[src/rtl/pll_seq_pkg.sv]
// Shared types and constants for the PLL bring-up sequencer.
// Latency: n/a (declarations only).
// Backpressure: n/a.
package pll_seq_pkg;

  // Encodings are visible on the debug state port, so the values are fixed.
  typedef enum logic [2:0] {
    ST_RESET_PLL = 3'd0,
    ST_WAIT_LOCK = 3'd1,
    ST_STABLE    = 3'd2,
    ST_RUN       = 3'd3,
    ST_FAULT     = 3'd4
  } state_e;

  localparam int RETRY_W = 4;

  localparam int DEF_RESET_CYCLES  = 16;
  localparam int DEF_LOCK_TIMEOUT  = 12000;  // 1 ms at 12 MHz
  localparam int DEF_STABLE_CYCLES = 1200;
  localparam int DEF_MAX_RETRIES   = 7;

endpackage

[src/rtl/sync_2ff.sv]
// Generic two-flop synchronizer for slow or level signals crossing into clk_i.
// Latency: 2 clk_i edges from d_i to q_o.
// Backpressure: none; both stages reset to 0.
// Ports: clk_i destination clock, rst_ni async active-low reset,
//        d_i asynchronous input, q_o synchronized output.
module sync_2ff #(
  parameter int WIDTH = 1
) (
  input  logic             clk_i,
  input  logic             rst_ni,
  input  logic [WIDTH-1:0] d_i,
  output logic [WIDTH-1:0] q_o
);

  logic [WIDTH-1:0] meta_q;
  logic [WIDTH-1:0] sync_q;

  always_ff @(posedge clk_i or negedge rst_ni) begin
    if (!rst_ni) begin
      meta_q <= '0;
      sync_q <= '0;
    end else begin
      meta_q <= d_i;
      sync_q <= meta_q;
    end
  end

  assign q_o = sync_q;

endmodule

[src/rtl/pll_sequencer.sv]
// Brings up the PLL, waits for stable lock, then releases the core reset; retries on failure, parks in FAULT.
// Latency: locked_in -> FSM 2 edges; every output is registered and changes on the same edge as state.
// Backpressure: none; restart is a single-cycle request that overrides all other transitions.
// Ports: clock/reset_n reference clock and async active-low reset; locked_in PLL LOCK (async);
//        restart restart request; pll_resetb PLL RESETB; core_reset_n core-domain reset;
//        ready/fail RUN/FAULT flags; lock_lost sticky lock-drop flag; retry_count; state (debug).
module pll_sequencer
  import pll_seq_pkg::*;
#(
  parameter int RESET_CYCLES  = DEF_RESET_CYCLES,
  parameter int LOCK_TIMEOUT  = DEF_LOCK_TIMEOUT,
  parameter int STABLE_CYCLES = DEF_STABLE_CYCLES,
  parameter int MAX_RETRIES   = DEF_MAX_RETRIES
) (
  input  logic               clock,
  input  logic               reset_n,
  input  logic               locked_in,
  input  logic               restart,
  output logic               pll_resetb,
  output logic               core_reset_n,
  output logic               ready,
  output logic               fail,
  output logic               lock_lost,
  output logic [RETRY_W-1:0] retry_count,
  output logic [2:0]         state
);

  localparam int MAX_A   = (LOCK_TIMEOUT > STABLE_CYCLES) ? LOCK_TIMEOUT : STABLE_CYCLES;
  localparam int CNT_MAX = (MAX_A > RESET_CYCLES) ? MAX_A : RESET_CYCLES;
  localparam int CNT_W   = $clog2(CNT_MAX + 1);

  localparam logic [CNT_W-1:0]   RST_LAST = CNT_W'(RESET_CYCLES - 1);
  localparam logic [CNT_W-1:0]   TO_LAST  = CNT_W'(LOCK_TIMEOUT - 1);
  localparam logic [CNT_W-1:0]   STB_LAST = CNT_W'(STABLE_CYCLES - 1);
  localparam logic [RETRY_W-1:0] RTY_MAX  = RETRY_W'(MAX_RETRIES);

  logic lock_s;

  sync_2ff #(
    .WIDTH (1)
  ) u_lock_sync (
    .clk_i  (clock),
    .rst_ni (reset_n),
    .d_i    (locked_in),
    .q_o    (lock_s)
  );

  state_e             state_q, state_d;
  logic [CNT_W-1:0]   cnt_q, cnt_d;
  logic [RETRY_W-1:0] retry_q, retry_d;
  logic               lost_q, lost_d;
  logic               pll_resetb_q, pll_resetb_d;
  logic               core_rst_n_q, core_rst_n_d;
  logic               ready_q, ready_d;
  logic               fail_q, fail_d;

  always_comb begin
    state_d = state_q;
    retry_d = retry_q;
    lost_d  = lost_q;
    cnt_d   = cnt_q;

    case (state_q)
      ST_RESET_PLL: begin
        if (cnt_q == RST_LAST) state_d = ST_WAIT_LOCK;
      end
      ST_WAIT_LOCK: begin
        if (lock_s) begin
          state_d = ST_STABLE;
        end else if (cnt_q == TO_LAST) begin
          // The last tolerated attempt has just failed: give up rather than wrap the count.
          if (retry_q == RTY_MAX) begin
            state_d = ST_FAULT;
          end else begin
            retry_d = retry_q + RETRY_W'(1);
            state_d = ST_RESET_PLL;
          end
        end
      end
      ST_STABLE: begin
        // A dropout here is treated as "not locked yet", not as a failed attempt.
        if (!lock_s) begin
          state_d = ST_WAIT_LOCK;
        end else if (cnt_q == STB_LAST) begin
          state_d = ST_RUN;
          retry_d = '0;
        end
      end
      ST_RUN: begin
        if (!lock_s) begin
          state_d = ST_RESET_PLL;
          lost_d  = 1'b1;
        end
      end
      ST_FAULT: begin
        state_d = ST_FAULT;
      end
      default: begin
        state_d = ST_RESET_PLL;
      end
    endcase

    if (restart) begin
      state_d = ST_RESET_PLL;
      retry_d = '0;
      lost_d  = 1'b0;
    end

    // Restart re-enters RESET_PLL even from RESET_PLL, so it also rewinds the count.
    if (restart || (state_d != state_q)) begin
      cnt_d = '0;
    end else if ((state_q == ST_RESET_PLL) || (state_q == ST_WAIT_LOCK) ||
                 (state_q == ST_STABLE)) begin
      cnt_d = cnt_q + CNT_W'(1);
    end
  end

  // Outputs are decoded from the next state so they flip on the same edge as state_q.
  always_comb begin
    pll_resetb_d = (state_d == ST_WAIT_LOCK) || (state_d == ST_STABLE) || (state_d == ST_RUN);
    core_rst_n_d = (state_d == ST_RUN);
    ready_d      = (state_d == ST_RUN);
    fail_d       = (state_d == ST_FAULT);
  end

  always_ff @(posedge clock or negedge reset_n) begin
    if (!reset_n) begin
      state_q      <= ST_RESET_PLL;
      cnt_q        <= '0;
      retry_q      <= '0;
      lost_q       <= 1'b0;
      pll_resetb_q <= 1'b0;
      core_rst_n_q <= 1'b0;
      ready_q      <= 1'b0;
      fail_q       <= 1'b0;
    end else begin
      state_q      <= state_d;
      cnt_q        <= cnt_d;
      retry_q      <= retry_d;
      lost_q       <= lost_d;
      pll_resetb_q <= pll_resetb_d;
      core_rst_n_q <= core_rst_n_d;
      ready_q      <= ready_d;
      fail_q       <= fail_d;
    end
  end

  assign pll_resetb   = pll_resetb_q;
  assign core_reset_n = core_rst_n_q;
  assign ready        = ready_q;
  assign fail         = fail_q;
  assign lock_lost    = lost_q;
  assign retry_count  = retry_q;
  assign state        = state_q;

endmodule

[config.mk]
export PLATFORM = sky130hd
export DESIGN_NAME = pll_sequencer
export DESIGN_NICKNAME = d
export VERILOG_FILES = /design/src/rtl/pll_seq_pkg.sv /design/src/rtl/sync_2ff.sv /design/src/rtl/pll_sequencer.sv
export SDC_FILE = /design/constraint.sdc
export NUM_CORES = 1
export LEC_CHECK = 0
export BUFFER_PORTS_ARGS = -buffer_cell sky130_fd_sc_hd__buf_2
export CAP_MARGIN = 15
export CORE_ASPECT_RATIO = 1.1
export CORE_MARGIN = 2
export CORE_UTILIZATION = 55
export DETAILED_ROUTE_END_ITERATION = 16
export PLACE_DENSITY = 0.74
export SYNTH_ARGS = -nofsm -noshare
export SYNTH_HDL_FRONTEND = slang
export SYNTH_SLANG_ARGS = --single-unit
[constraint.sdc]
create_clock -name clock -period 2 [get_ports clock]
set_input_delay 0.4 -clock clock [delete_from_list [all_inputs] [get_ports clock]]
set_output_delay 0.4 -clock clock [all_outputs]
set_load 0.01 [all_outputs]
# [Word level (Yosys, flattened, before mapping)]
# Cells that the tools add are included.
[word_totals] regBits=27 inputBits=4 output_inout_bits=12 word_cells=62
[classes] add_sub_neg=2 eq_ne=19 n_mux=21 reduce_logical=11
[ops] operator="2-to-1 mux 14 bit" count=2
[ops] operator="2-to-1 mux 3 bit" count=8
[ops] operator="2-to-1 mux 4 bit" count=6
[ops] operator="one-hot mux 3 bit (5 select lines)" count=1
[ops] operator="adder 14 x 1 -> 14 bit, second input constant" count=1
[ops] operator="== test 14 x 11 -> 1 bit, second input constant" count=1
[ops] operator="== test 14 bit, second input constant" count=1
[ops] operator="== test 14 x 4 -> 1 bit, second input constant" count=1
[ops] operator="== test 3 x 2 -> 1 bit, second input constant" count=4
[ops] operator="!= test 3 bit, second input constant" count=4
[ops] operator="one-hot mux 4 bit (2 select lines)" count=1
[ops] operator="== test 3 x 1 -> 1 bit, second input constant" count=2
[ops] operator="== test 3 bit, second input constant" count=2
[ops] operator="AND reduction 6 bit" count=1
[ops] operator="logical OR 1 bit" count=5
[ops] operator="adder 4 x 1 -> 4 bit, second input constant" count=1
[ops] operator="== test 4 x 3 -> 1 bit, second input constant" count=1
[ops] operator="nonzero test 2 bit" count=2
[ops] operator="logical NOT 3 bit" count=1
[ops] operator="2-to-1 mux 1 bit" count=3
[ops] operator="!= test 3 x 2 -> 1 bit, second input constant" count=1
[ops] operator="!= test 3 bit" count=1
[ops] operator="nonzero test 3 bit" count=1
[ops] operator="!= test 2 bit, second input constant" count=1
[ops] operator="AND reduction 2 bit" count=1

# [Depth between registers and ports, before layout]
[depth] depth_word=9 mapped_depth=8

# [Cells and area by module]
# Synthesis repeated with hierarchy kept, for this count alone.
[hier_totals] hier_cells=146 hier_area_um2=1425.1
[by_module_without_submodules] module="pll_sequencer" instances=1 cells_per_inst=144 area_per_inst_um2=1375.1 seq_area_each_um2=625.6
[by_module_without_submodules] module="sync_2ff" instances=1 cells_per_inst=2 area_per_inst_um2=50.0 seq_area_each_um2=50.0

# [Least setup slack after synthesis]
# Ideal clock, no wire load.
[synth_timing] kind="register -> register" from="register cnt_q[0]" to="register cnt_q[1]" arrival_ns=1.753 required_time_ns=1.931 setup_slack_ns=0.178 path_stages_with_launch=9 path_cell_list="dfrtp_1 > ha_1 > and4b_4 > nand3b_4 > nor3b_4 > a211o_2 > o21bai_4 > buf_12 > nor2_4"
[synth_between] elab_chain_cells=8 elab_cells_between_ends=16 cone_classes="1 x add/sub; 4 x eq/ne; 9 x mux; 2 x reduce/logical"
[synth_rtl] element="start, declared" line_no="pll_sequencer.sv:49" rtl="logic [CNT_W-1:0] cnt_q, cnt_d;"
[synth_rtl] element="start signal, assigned" line_no="pll_sequencer.sv:138" rtl="cnt_q <= cnt_d;"
[synth_rtl] element="== test 14 x 11 -> 1 bit / == test 14 bit (equally long branches)" line_no="pll_sequencer.sv:84, pll_sequencer.sv:70"
[synth_rtl] element="2-to-1 mux 3 bit (on tied branches)" line_no="pll_sequencer.sv:84, pll_sequencer.sv:70"
[synth_rtl] element="2-to-1 mux 3 bit (on tied branches)" line_no="pll_sequencer.sv:82, pll_sequencer.sv:68"
[synth_rtl] element="one-hot mux 3 bit (5 select lines)" line_no="pll_sequencer.sv:63" rtl="case (state_q)"
[synth_rtl] element="2-to-1 mux 3 bit" line_no="pll_sequencer.sv:103" rtl="if (restart) begin"
[synth_rtl] element="!= test 3 bit" line_no="pll_sequencer.sv:110" rtl="if (restart || (state_d != state_q)) begin"
[synth_rtl] element="logical OR 1 bit" line_no="pll_sequencer.sv:110"
[synth_rtl] element="2-to-1 mux 14 bit / nonzero test 2 bit (equally long branches)"
# Several ways; a longest one is shown, not always the timed one. The select of a mux whose other input is x is not followed.
# A chain may end at the register's enable or synchronous reset.

# [Final worst setup path]
[layout_timing] from="register cnt_q[0]" to="register cnt_q[3]"
# The elaborated chain is that of the path after synthesis.

==> flow_metrics.tcl <==
set metrics [dict create \
    outcome "complete, no violations" \
    syn-cell-area_sq_um 1600 \
    r2r-start "cnt_q[0]$_DFFE_PN0P_" \
    drc 0 \
    setup_tns_ps 0 \
    grt_pass1_wl_um 5440 \
    grt_use_total 0.208 \
    powerDensity_nw_per_um2 486 \
    pre_cts_ws_ps 94.5 \
    worstReg2RegEnd "cnt_q[3]$_DFFE_PN0P_" \
    final_common_cell "dfrtp_1" \
    clockBufferDepth 2 \
    hold_ws_ps 41.2 \
    initial_core_util 0.576 \
    finClkSkew_ps 3.48 \
    synth_top_family_by_area "simple AND/OR/NAND/NOR gates" \
    fp.dieH_um 60.6 \
    synth_mux_area_frac 0.0125 \
    grt_pass1_vias 1242 \
    ys_seq_elements 27 \
    gp_congestion 0.853 \
    syn_area_per_cell_sq_um 10.1 \
    antenna_found_initial 0 \
    grt_max_degree 28 \
    viasPerCell 5.65 \
    rsz0062_at_grt "true" \
    final_area_sq_um 1820 \
    fillCellCount 227 \
    synthCells 159 \
    period_share 0.975 \
    r2r_slack_ps 50 \
    cts_tree "yes" \
    final_cell_mix "27 x dfrtp_1, 20 x nor2_1, 18 x nand2_1" \
    syn_to_final_growth_pct 13.7 \
    yosys.area_share.simple 0.327 \
    boundaryPins 16 \
    placed_cell_area_sq_um 1730 \
    required_ps 2250 \
    final_util 0.655 \
    synth-main-ff-cell "dfrtp_1" \
    max_freq_mhz 513 \
    drt_iter0_drc 53 \
    wire_per_inst_um 14.7 \
    critPathCaptureType "flop" \
    cts.sinks 27 \
    yosysWarnings 0 \
    nets 191 \
    ir_worst_vdd_mv 0.450 \
    drtAntennaViolNets 0 \
    num_antenna_cells 0 \
    clkSlewWorstSetupHoldPaths_ps 150 \
    first_pass_iters 4 \
    cts_buffers 3 \
    synth_cell_types 46 \
    relSlewSlack 0.599 \
    synth_edf_count 0 \
    maxCapViolations 0 \
    hpwl_um 2290 \
    crit_path_start_kind "flop" \
    setup_viol 0 \
    port_buffers 15 \
    design.core.area_sq_um 2780 \
    hold_violations 0 \
    drv_slew 0 \
    leakage_uw 0.000870 \
    fp-row-count 20 \
    die-area_sq_um 3360 \
    clk_latency_ps 340 \
    synth-compound-area-share 0.113 \
    synth_xor_area_frac 0.0767 \
    grt_overflow 0 \
    synthAdderAreaFrac 0.0156 \
    ys_seq_area_frac 0.423 \
    finalCriticalPeriod_ps 1950 \
    crit_type "reg -> reg" \
    fin_ws_ps 50.1 \
    root_buffer "clkbuf_4" \
    cts_hold_buf 0 \
    die_w_um 55.4 \
    r2r.worst_path.cells 8 \
    num_vias 1226 \
    h-tree-depth 1 \
    worstMarginPinSlew_ps 602 \
    drive_above_1_share 0.321 \
    cp.arrival_ps 2200 \
    path_max_fanout 5 \
    drt_wl_total_um 3200 \
    hp-class "in -> async" \
    synthArstFlopShare 1.00 \
    synth_fp_nets 165 \
]
-- timing repair --
action | 4_1_cts | 5_1_grt
endpoints found under the setup margin | 0 | 14
setup buffers | 0 | 3
gates resized for setup | 0 | 2
-- how the worst max path moves through the flow --
stage	startpoint	end	slack (ps)	cells after the start
after floorplan	cnt_q[0]$_DFFE_PN0P_	cnt_q[1]$_DFFE_PN0P_	180	8
after global placement	cnt_q[0]$_DFFE_PN0P_	cnt_q[1]$_DFFE_PN0P_	170	8
after detailed placement	cnt_q[0]$_DFFE_PN0P_	cnt_q[13]$_DFFE_PN0P_	90	8
after CTS	cnt_q[0]$_DFFE_PN0P_	cnt_q[13]$_DFFE_PN0P_	80	8
after global routing	cnt_q[0]$_DFFE_PN0P_	cnt_q[11]$_DFFE_PN0P_	-50	8
final	cnt_q[0]$_DFFE_PN0P_	cnt_q[3]$_DFFE_PN0P_	50	8
-- layout make-up --
cell class | count | area, sq um | share of cell area
multi-input cells | 126 | 880 | 0.484
clock buffers | 3 | 22.5 | 0.0124
inverters | 1 | 3.75 | 0.00206
clock inverters | 1 | 7.51 | 0.00413
repair buffers | 26 | 188 | 0.103
well taps | 33 | 41.3 | 0.0227
flip-flops and latches | 27 | 676 | 0.372
-- worst max-delay path: stages (launching register included) --
cell       delay (ps)
dfrtp_1           420
ha_2              200
and4b_4           270
nand3b_4          110
nor3b_4           280
a211o_2           190
o21bai_4          150
clkbuf_16         200
nor2_4             40
-- report_power, final --
group	internal, uW	total (uW)	switching, uW
registers	553	560	7.08
logic	31.9	74.9	43.0
clock network	76.8	248	172
total	662	884	222
-- metrics by stage --
stage	power, uW	instances
global route	920	217
detailed placement	637	209
finish	884	217
global placement	634	209
floorplan	615	159
CTS	878	213
-- sequential cells by signal, indices dropped and copies added (netlist names) --
signal              count
u_lock_sync.meta_q      1
ready                   1
state                   3
fail                    1
retry_count             4
pll_resetb              1
u_lock_sync.q_o         1
cnt_q                  14
lock_lost               1
-- cells in the mapped netlist, types with 2 or more instances --
cell | number | area [sq um]
ha_1 | 2 | 25.0
xnor2_1 | 6 | 52.6
or2_2 | 2 | 12.5
o21ai_1 | 3 | 15.0
mux2i_1 | 2 | 20.0
nand2_1 | 18 | 67.6
nor2_4 | 9 | 101
nor3_1 | 3 | 15.0
nor2_1 | 20 | 75.1
nor3_2 | 3 | 30.0
nor2b_1 | 6 | 37.5
a21oi_2 | 2 | 17.5
nand4_1 | 3 | 18.8
o31ai_1 | 2 | 15.0
xor2_1 | 8 | 70.1
nand2b_1 | 3 | 18.8
a21oi_1 | 6 | 30.0
dfrtp_1 | 27 | 676
nand3_1 | 7 | 35.0
-- per-layer routing --
| layer | GRT usage | part of all wire |
|---|---|---|
| met5 | 0 | 0 |
| met4 | 0.115 | 0.027 |
| met3 | 0.0320 | 0.023 |
| met2 | 0.391 | 0.54 |
| met1 | 0.230 | 0.41 |
-- kinds of logic (layout without fill, tap and decap cells) --
| family | Yosys count | count (layout) |
|---|---|---|
| mux | 2 | 2 |
| flops | 27 | 27 |
| simple gates | 85 | 85 |
| buf+inv | 6 | 31 |
| compound gates | 23 | 23 |
| fa+ha+maj | 2 | 2 |
| xor+xnor | 14 | 14 |
No activity file was read; power rests on OpenSTA's default activity.
